===== src/rtl/ysyx_23060136_forward_unit_pkg.sv =====
// Shared types and widths for the EXU1 operand forwarding unit.
// The slot record carries CSR fields; they are only populated when
// YSYX_23060136_CSR_FWD_EN is defined.
`ifndef ysyx_23060136_BITS_W
`define ysyx_23060136_BITS_W 32
`endif

package ysyx_23060136_PKG;

    localparam int unsigned BITS_W     = `ysyx_23060136_BITS_W;
    localparam int unsigned REG_ADDR_W = 5;
    localparam int unsigned CSR_ADDR_W = 12;
    // Slot 0 is EXU2 (youngest), slot 1 is MEM, slot 2 is WB (oldest).
    localparam int unsigned NUM_SLOTS  = 3;

    typedef struct packed {
        logic                  valid;
        logic                  rd_wen;
        logic [REG_ADDR_W-1:0] rd;
        logic [BITS_W-1:0]     data;
        logic                  rdy;
        logic                  csr_wen;
        logic [CSR_ADDR_W-1:0] csr_addr;
        logic [BITS_W-1:0]     csr_data;
    } fwd_slot_t;

    // Turn a slot into a bubble while keeping its payload.
    function automatic fwd_slot_t slot_kill(input fwd_slot_t s);
        fwd_slot_t r;
        r       = s;
        r.valid = 1'b0;
        return r;
    endfunction

endpackage


===== src/rtl/ysyx_23060136_forward_unit_match.sv =====
// Priority lookup of one source address over the three forwarding slots.
// Slot 0 is the youngest producer and wins over older ones.
`ifndef ysyx_23060136_BITS_W
`define ysyx_23060136_BITS_W 32
`endif

module ysyx_23060136_FWD_MATCH
    import ysyx_23060136_PKG::*;
#(
    parameter int unsigned AddrW    = REG_ADDR_W,
    parameter bit          SkipZero = 1'b1
) (
    input  logic [NUM_SLOTS-1:0]             i_slot_en,
    input  logic [NUM_SLOTS-1:0][AddrW-1:0]  i_slot_addr,
    input  logic [NUM_SLOTS-1:0][BITS_W-1:0] i_slot_data,
    input  logic [NUM_SLOTS-1:0]             i_slot_rdy,
    input  logic [AddrW-1:0]                 i_src,
    output logic                             o_hit,
    output logic [BITS_W-1:0]                o_data,
    output logic                             o_rdy
);

    logic w_src_ok;

    // Scan oldest to youngest so the youngest matching slot is left standing.
    always_comb begin
        o_hit    = 1'b0;
        o_data   = '0;
        o_rdy    = 1'b1;
        w_src_ok = !(SkipZero && (i_src == '0));
        for (int i = NUM_SLOTS - 1; i >= 0; i--) begin
            if (w_src_ok && i_slot_en[i] && (i_slot_addr[i] == i_src)) begin
                o_hit  = 1'b1;
                o_data = i_slot_data[i];
                o_rdy  = i_slot_rdy[i];
            end
        end
    end

endmodule


===== src/rtl/ysyx_23060136_forward_unit.sv =====
// EXU1 operand forwarding: tracks the producers sitting in EXU2/MEM/WB and
// supplies their results to the EXU1 instruction, stalling on pending loads.
// Optional CSR forwarding is enabled by defining YSYX_23060136_CSR_FWD_EN.
`ifndef ysyx_23060136_BITS_W
`define ysyx_23060136_BITS_W 32
`endif

module ysyx_23060136_forward_unit
    import ysyx_23060136_PKG::*;
(
    input  logic                  clk,
    input  logic                  rst,
    input  logic                  EXU1_valid,
    input  logic [REG_ADDR_W-1:0] EXU1_rs1,
    input  logic [REG_ADDR_W-1:0] EXU1_rs2,
    input  logic [CSR_ADDR_W-1:0] EXU1_csr_rs,
    input  logic                  EXU1_fire,
    input  logic                  EXU1_rd_wen,
    input  logic [REG_ADDR_W-1:0] EXU1_rd,
    input  logic                  EXU1_is_load,
    input  logic [BITS_W-1:0]     EXU1_result,
    input  logic                  EXU1_csr_wen,
    input  logic [CSR_ADDR_W-1:0] EXU1_csr_addr,
    input  logic [BITS_W-1:0]     EXU1_csr_wdata,
    input  logic                  EXU2_fire,
    input  logic                  MEM_fire,
    input  logic                  MEM_load_done,
    input  logic [BITS_W-1:0]     MEM_load_data,
    input  logic                  WB_fire,
    output logic [BITS_W-1:0]     FORWARD_rs1_data_EXU1,
    output logic [BITS_W-1:0]     FORWARD_rs2_data_EXU1,
    output logic [BITS_W-1:0]     FORWARD_csr_rs_data_EXU1,
    output logic                  FORWARD_rs1_hazard_EXU1,
    output logic                  FORWARD_rs2_hazard_EXU1,
    output logic                  FORWARD_csr_rs_hazard_EXU1,
    output logic                  FORWARD_stall_EXU1
);

    fwd_slot_t [NUM_SLOTS-1:0] r_slot;
    fwd_slot_t [NUM_SLOTS-1:0] w_slot_nxt;
    fwd_slot_t                 w_new;
    fwd_slot_t                 w_s1_upd;

    logic [NUM_SLOTS-1:0]                 w_gpr_en;
    logic [NUM_SLOTS-1:0][REG_ADDR_W-1:0] w_gpr_addr;
    logic [NUM_SLOTS-1:0][BITS_W-1:0]     w_gpr_data;
    logic [NUM_SLOTS-1:0]                 w_gpr_rdy;

    logic              w_rs1_hit, w_rs1_rdy, w_rs2_hit, w_rs2_rdy;
    logic [BITS_W-1:0] w_rs1_data, w_rs2_data;

    // Next slot contents from the pipeline handshakes and returning load data.
    always_comb begin
        // S1 with a returning load folded in; also what S2 captures on MEM_fire.
        w_s1_upd = r_slot[1];
        if (MEM_load_done && r_slot[1].valid && !r_slot[1].rdy) begin
            w_s1_upd.data = MEM_load_data;
            w_s1_upd.rdy  = 1'b1;
        end

        w_new        = '0;
        w_new.valid  = 1'b1;
        w_new.rd_wen = EXU1_rd_wen;
        w_new.rd     = EXU1_rd;
        w_new.data   = EXU1_result;
        w_new.rdy    = !EXU1_is_load;
`ifdef YSYX_23060136_CSR_FWD_EN
        w_new.csr_wen  = EXU1_csr_wen;
        w_new.csr_addr = EXU1_csr_addr;
        w_new.csr_data = EXU1_csr_wdata;
`endif

        w_slot_nxt = r_slot;

        if (EXU1_fire) begin
            w_slot_nxt[0] = w_new;
        end else if (EXU2_fire) begin
            w_slot_nxt[0] = slot_kill(r_slot[0]);
        end

        if (EXU2_fire) begin
            w_slot_nxt[1] = r_slot[0];
        end else if (MEM_fire) begin
            w_slot_nxt[1] = slot_kill(w_s1_upd);
        end else begin
            w_slot_nxt[1] = w_s1_upd;
        end

        if (MEM_fire) begin
            w_slot_nxt[2] = w_s1_upd;
        end else if (WB_fire) begin
            w_slot_nxt[2] = slot_kill(r_slot[2]);
        end
    end

    // Slot registers; reset drops valid/rdy only, payload is left as is.
    always_ff @(posedge clk) begin
        for (int i = 0; i < NUM_SLOTS; i++) begin
            r_slot[i] <= w_slot_nxt[i];
            if (rst) begin
                r_slot[i].valid <= 1'b0;
                r_slot[i].rdy   <= 1'b0;
            end
        end
    end

    // Flatten GPR producer fields for the lookup instances.
    always_comb begin
        for (int i = 0; i < NUM_SLOTS; i++) begin
            w_gpr_en[i]   = r_slot[i].valid && r_slot[i].rd_wen;
            w_gpr_addr[i] = r_slot[i].rd;
            w_gpr_data[i] = r_slot[i].data;
            w_gpr_rdy[i]  = r_slot[i].rdy;
        end
    end

    ysyx_23060136_FWD_MATCH #(
        .AddrW    (REG_ADDR_W),
        .SkipZero (1'b1)
    ) u_match_rs1 (
        .i_slot_en   (w_gpr_en),
        .i_slot_addr (w_gpr_addr),
        .i_slot_data (w_gpr_data),
        .i_slot_rdy  (w_gpr_rdy),
        .i_src       (EXU1_rs1),
        .o_hit       (w_rs1_hit),
        .o_data      (w_rs1_data),
        .o_rdy       (w_rs1_rdy)
    );

    ysyx_23060136_FWD_MATCH #(
        .AddrW    (REG_ADDR_W),
        .SkipZero (1'b1)
    ) u_match_rs2 (
        .i_slot_en   (w_gpr_en),
        .i_slot_addr (w_gpr_addr),
        .i_slot_data (w_gpr_data),
        .i_slot_rdy  (w_gpr_rdy),
        .i_src       (EXU1_rs2),
        .o_hit       (w_rs2_hit),
        .o_data      (w_rs2_data),
        .o_rdy       (w_rs2_rdy)
    );

    assign FORWARD_rs1_data_EXU1   = w_rs1_data;
    assign FORWARD_rs2_data_EXU1   = w_rs2_data;
    assign FORWARD_rs1_hazard_EXU1 = EXU1_valid && w_rs1_hit;
    assign FORWARD_rs2_hazard_EXU1 = EXU1_valid && w_rs2_hit;
    assign FORWARD_stall_EXU1      = EXU1_valid &&
                                     ((w_rs1_hit && !w_rs1_rdy) || (w_rs2_hit && !w_rs2_rdy));

`ifdef YSYX_23060136_CSR_FWD_EN
    logic [NUM_SLOTS-1:0]                 w_csr_en;
    logic [NUM_SLOTS-1:0][CSR_ADDR_W-1:0] w_csr_addr;
    logic [NUM_SLOTS-1:0][BITS_W-1:0]     w_csr_data;
    logic                                 w_csr_hit, w_csr_rdy;

    // Flatten CSR producer fields; CSR writes carry their data from EXU1.
    always_comb begin
        for (int i = 0; i < NUM_SLOTS; i++) begin
            w_csr_en[i]   = r_slot[i].valid && r_slot[i].csr_wen;
            w_csr_addr[i] = r_slot[i].csr_addr;
            w_csr_data[i] = r_slot[i].csr_data;
        end
    end

    ysyx_23060136_FWD_MATCH #(
        .AddrW    (CSR_ADDR_W),
        .SkipZero (1'b0)
    ) u_match_csr (
        .i_slot_en   (w_csr_en),
        .i_slot_addr (w_csr_addr),
        .i_slot_data (w_csr_data),
        .i_slot_rdy  ({NUM_SLOTS{1'b1}}),
        .i_src       (EXU1_csr_rs),
        .o_hit       (w_csr_hit),
        .o_data      (FORWARD_csr_rs_data_EXU1),
        .o_rdy       (w_csr_rdy)
    );

    assign FORWARD_csr_rs_hazard_EXU1 = EXU1_valid && w_csr_hit && w_csr_rdy;
`else
    logic w_unused_csr;
    assign w_unused_csr = ^{EXU1_csr_rs, EXU1_csr_wen, EXU1_csr_addr, EXU1_csr_wdata};

    assign FORWARD_csr_rs_hazard_EXU1 = 1'b0;
    assign FORWARD_csr_rs_data_EXU1   = '0;
`endif

`ifndef SYNTHESIS
    // Firing into a stall would hand EXU2 a stale operand.
    a_no_fire_on_stall : assert property (@(posedge clk) disable iff (rst)
        !(EXU1_fire && FORWARD_stall_EXU1))
        else $error("EXU1_fire asserted while FORWARD_stall_EXU1 is high");
`endif

endmodule


===== config.mk =====
export PLATFORM = sky130hd
export DESIGN_NAME = ysyx_23060136_forward_unit
export DESIGN_NICKNAME = d
export VERILOG_FILES = /design/src/rtl/ysyx_23060136_forward_unit_pkg.sv /design/src/rtl/ysyx_23060136_forward_unit_match.sv /design/src/rtl/ysyx_23060136_forward_unit.sv
export SDC_FILE = /design/constraint.sdc
export NUM_CORES = 1
export LEC_CHECK = 0
export ABC_AREA = 1
export CORE_MARGIN = 4
export CORE_UTILIZATION = 42
export DETAILED_ROUTE_END_ITERATION = 12
export GPL_ROUTABILITY_DRIVEN = 0
export GPL_TIMING_DRIVEN = 0
export PLACE_DENSITY = 0.76
export SYNTH_ARGS = -nofsm -noshare
export SYNTH_HDL_FRONTEND = slang
export SYNTH_SLANG_ARGS = --single-unit
export TNS_END_PERCENT = 1

===== constraint.sdc =====
create_clock -name clk -period 1.5 [get_ports clk]
set_input_delay 0.15 -clock clk [delete_from_list [all_inputs] [get_ports clk]]
set_output_delay 0.15 -clock clk [all_outputs]
set_load 0.05 [all_outputs]

==> out/qor.txt <==
Status - finished with violations
Violated checks - setup timing
Final ANT Viol Nets - 0
FFs w/ async S/R, synth - 0%
CTS HTree Levels - 4
Die Y - 138 um
Worst Setup Slack, final - -0.926 ns
WHS - 0.165 ns
Total negative setup slack - -54.87 ns
Largest net degree at the start of global routing - 30
Layout cells sized above 1 - 29.0%
Worst Setup EP - FORWARD_rs1_data_EXU1[11]
Ys Warns - 0
Dpl hpwl - 17.6 mm
DRC Markers - 0
Ys flop type - edfxtp_1
Worst skew pair latency - 0.43 ns
Clock power share - 43.4%
Routed wl met2 - 12.1 mm
Metal3 WL - 2.29 mm
Sequential share of power - 41.6%
Register area share after synthesis - 45.3%
Synthesized cell area - 0.00711 mm^2
CP arrival - 2.28 ns
GR Overflow Total - 0
Placed cell count - 1356
Max-cap viol count - 0
Post-synth EDFFs - 82
Worst Hold Class - primary input to flop
Final period util - 162%
Initial antenna violation count - 0
Reg2reg start - r_slot[130]
Row Count - 47
GRT Total Usage - 24.7%
Fin util - 66.7%
CP endpoint kind - output pin
Die area - 0.0191 mm^2
Top sig layer - met4
RSZ-0062 raised after global routing - yes
Biggest register - r_slot
Starting Density - 42.9%
DR vias - 7346
CP Max Fanout - 5
# hold bufs at CTS - 0
Max VDD drop - 0.000846 V
Core area - 0.0166 mm^2
Drt initial violations - 833
Vias in the first global route - 7329
Largest regs - r_slot (120)
Fin crit period - 2.43 ns
Switching Fraction - 26.8%
Area after DPL - 0.00984 mm^2
Fillers - 1342
Switch Pwr - 2.64 mW
Area Growth Syn to Fin - 55.5%
RR Endpoint - r_slot[243]
Io pins - 246
R2R cell count - 6
Overall power - 9.85 mW
Pwr Density - 891 mW/mm^2
TritonCTS Sinks - 120
Setup WS pre-CTS - -1.53 ns
FF-to-FF setup slack - 0.02 ns
Final Slew Violations - 0
Lkg Pwr - 4.92 nW
Final #Nets - 1311
Fin area - 0.0111 mm^2
Chip width - 138 um
Final cell count without fillers - 1398
First-pass GRT wire length - 37.8 mm
DR vias/cell - 5.25
Clock Tree Root - clkbuf_16
Drt wl/cell - 17.6 um
Mean post-synth cell area - 7.51 um^2
Most common cell after layout, fill and taps aside - nand2_1
Max transition margin - 58.3%
Clock-pin slew on the worst setup and hold paths - 0.06 ns
Clk_skew - 0.00429 ns
Internal power - 7.21 mW
Worst Max-Slew Pin Slew - 0.626 ns
Commonest cells after routing, fill and taps aside - nand2_1 (215), nor2_1 (102), inv_1 (88)
Pre-antenna DRT Iters - 6
Synth Register Bits - 120
Cells after synthesis - 947
Fmax - 412 MHz
Routed wire length - 24.7 mm
IO buf count - 155
Required @ worst endpoint - 1.35 ns
Comb pwr share - 15.0%
Type of the worst setup path - flop to output pin
Maximum clock path buffer count - 2
Final Hold Vio Count - 0
Synth cell types - 30
Post-Route M1 WL - 9.42 mm
CP startpoint - r_slot[250]
Num CTS Buffers - 17
CTS tree - built
N_diodes - 0
Largest register FFs - 120
Final setup violation count - 72
Worst Setup Start Kind - flop
synthesized netlist by cell type, types with 10 or more instances:
master / count / area [um^2]
a21oi_1: 10 / 50.1
a31oi_1: 30 / 188
buf_2: 21 / 105
buf_4: 39 / 293
clkbuf_1: 18 / 67.6
dfxtp_1: 38 / 761
edfxtp_1: 82 / 2460
inv_1: 92 / 345
inv_2: 12 / 45.0
mux2i_1: 17 / 170
nand2_1: 226 / 848
nand3_1: 77 / 385
nor2_1: 136 / 510
o21ai_0: 66 / 330
o21ai_1: 44 / 220
metal layers:
| layer | global-route usage [%] | vias up |
|---|---|---|
| met3 | 5.73 | 59 |
| met1 | 30.3 | 3415 |
| met2 | 41.4 | 405 |
| met5 | 0 | - |
| li1 | - | 3467 |
| met4 | 11.9 | 0 |
worst min path at each step:
stage	from	end	slack [ns]	cells after the start
finish	EXU1_fire	r_slot[58]	0.17	1
global route	EXU1_fire	r_slot[55]	0.18	1
CTS	EXU1_fire	r_slot[58]	0.17	1
detailed placement	r_slot[254]	r_slot[254]	0.49	2
global placement	r_slot[254]	r_slot[254]	0.48	2
floorplan	rst	r_slot[254]	0.22	1
power by group through the flow:
stage	clock, mW	sequential [mW]	combinational [mW]
6_report	4.28	4.10	1.48
5_1_grt	4.44	4.13	1.59
4_1_cts	4.28	4.08	1.43
3_5_place_dp	0	4.13	1.37
3_3_place_gp	0	4.13	1.34
2_1_floorplan	0	4.06	0.860
worst max-delay path, cell delays in order (launching register included):
cell and delay [ns]:
edfxtp_1 0.45, xnor2_2 0.27, nand3_2 0.13, nor2_4 0.24
nand2_2 0.14, o21ai_2 0.17, o21ai_2 0.10, o21ai_4 0.17
buf_6 0.18
what timing repair did:
| action | 4_1_cts | 5_1_grt |
|---|---|---|
| cloned | 2 | 1 |
| resized for setup | 573 | 54 |
| pin swaps | 24 | 12 |
| endpoints found under the setup margin | 131 | 128 |
| setup buffers | 6 | 1 |
cells by family after synthesis:
| kind of cell | count (synthesis) | synth area share (%) |
|---|---|---|
| compound gates | 153 | 11.4 |
| xor+xnor | 9 | 1.11 |
| buf+inv | 190 | 13.1 |
| flops | 120 | 45.3 |
| mux | 17 | 2.39 |
| other cells | 1 | 0.0527 |
| simple gates | 457 | 26.6 |
final cells by class:
class / count / area [um^2] / share of cell area (%)
Multi-Input combinational cell: 670 / 4080 / 36.9
Sequential cell: 120 / 3220 / 29.2
Timing Repair Buffer: 166 / 1750 / 15.9
Buffer: 84 / 701 / 6.34
Clock buffer: 19 / 433 / 3.91
Inverter: 106 / 413 / 3.73
Tap cell: 220 / 275 / 2.49
Clock inverter: 13 / 179 / 1.62
Power figures use the tool's default switching activity.
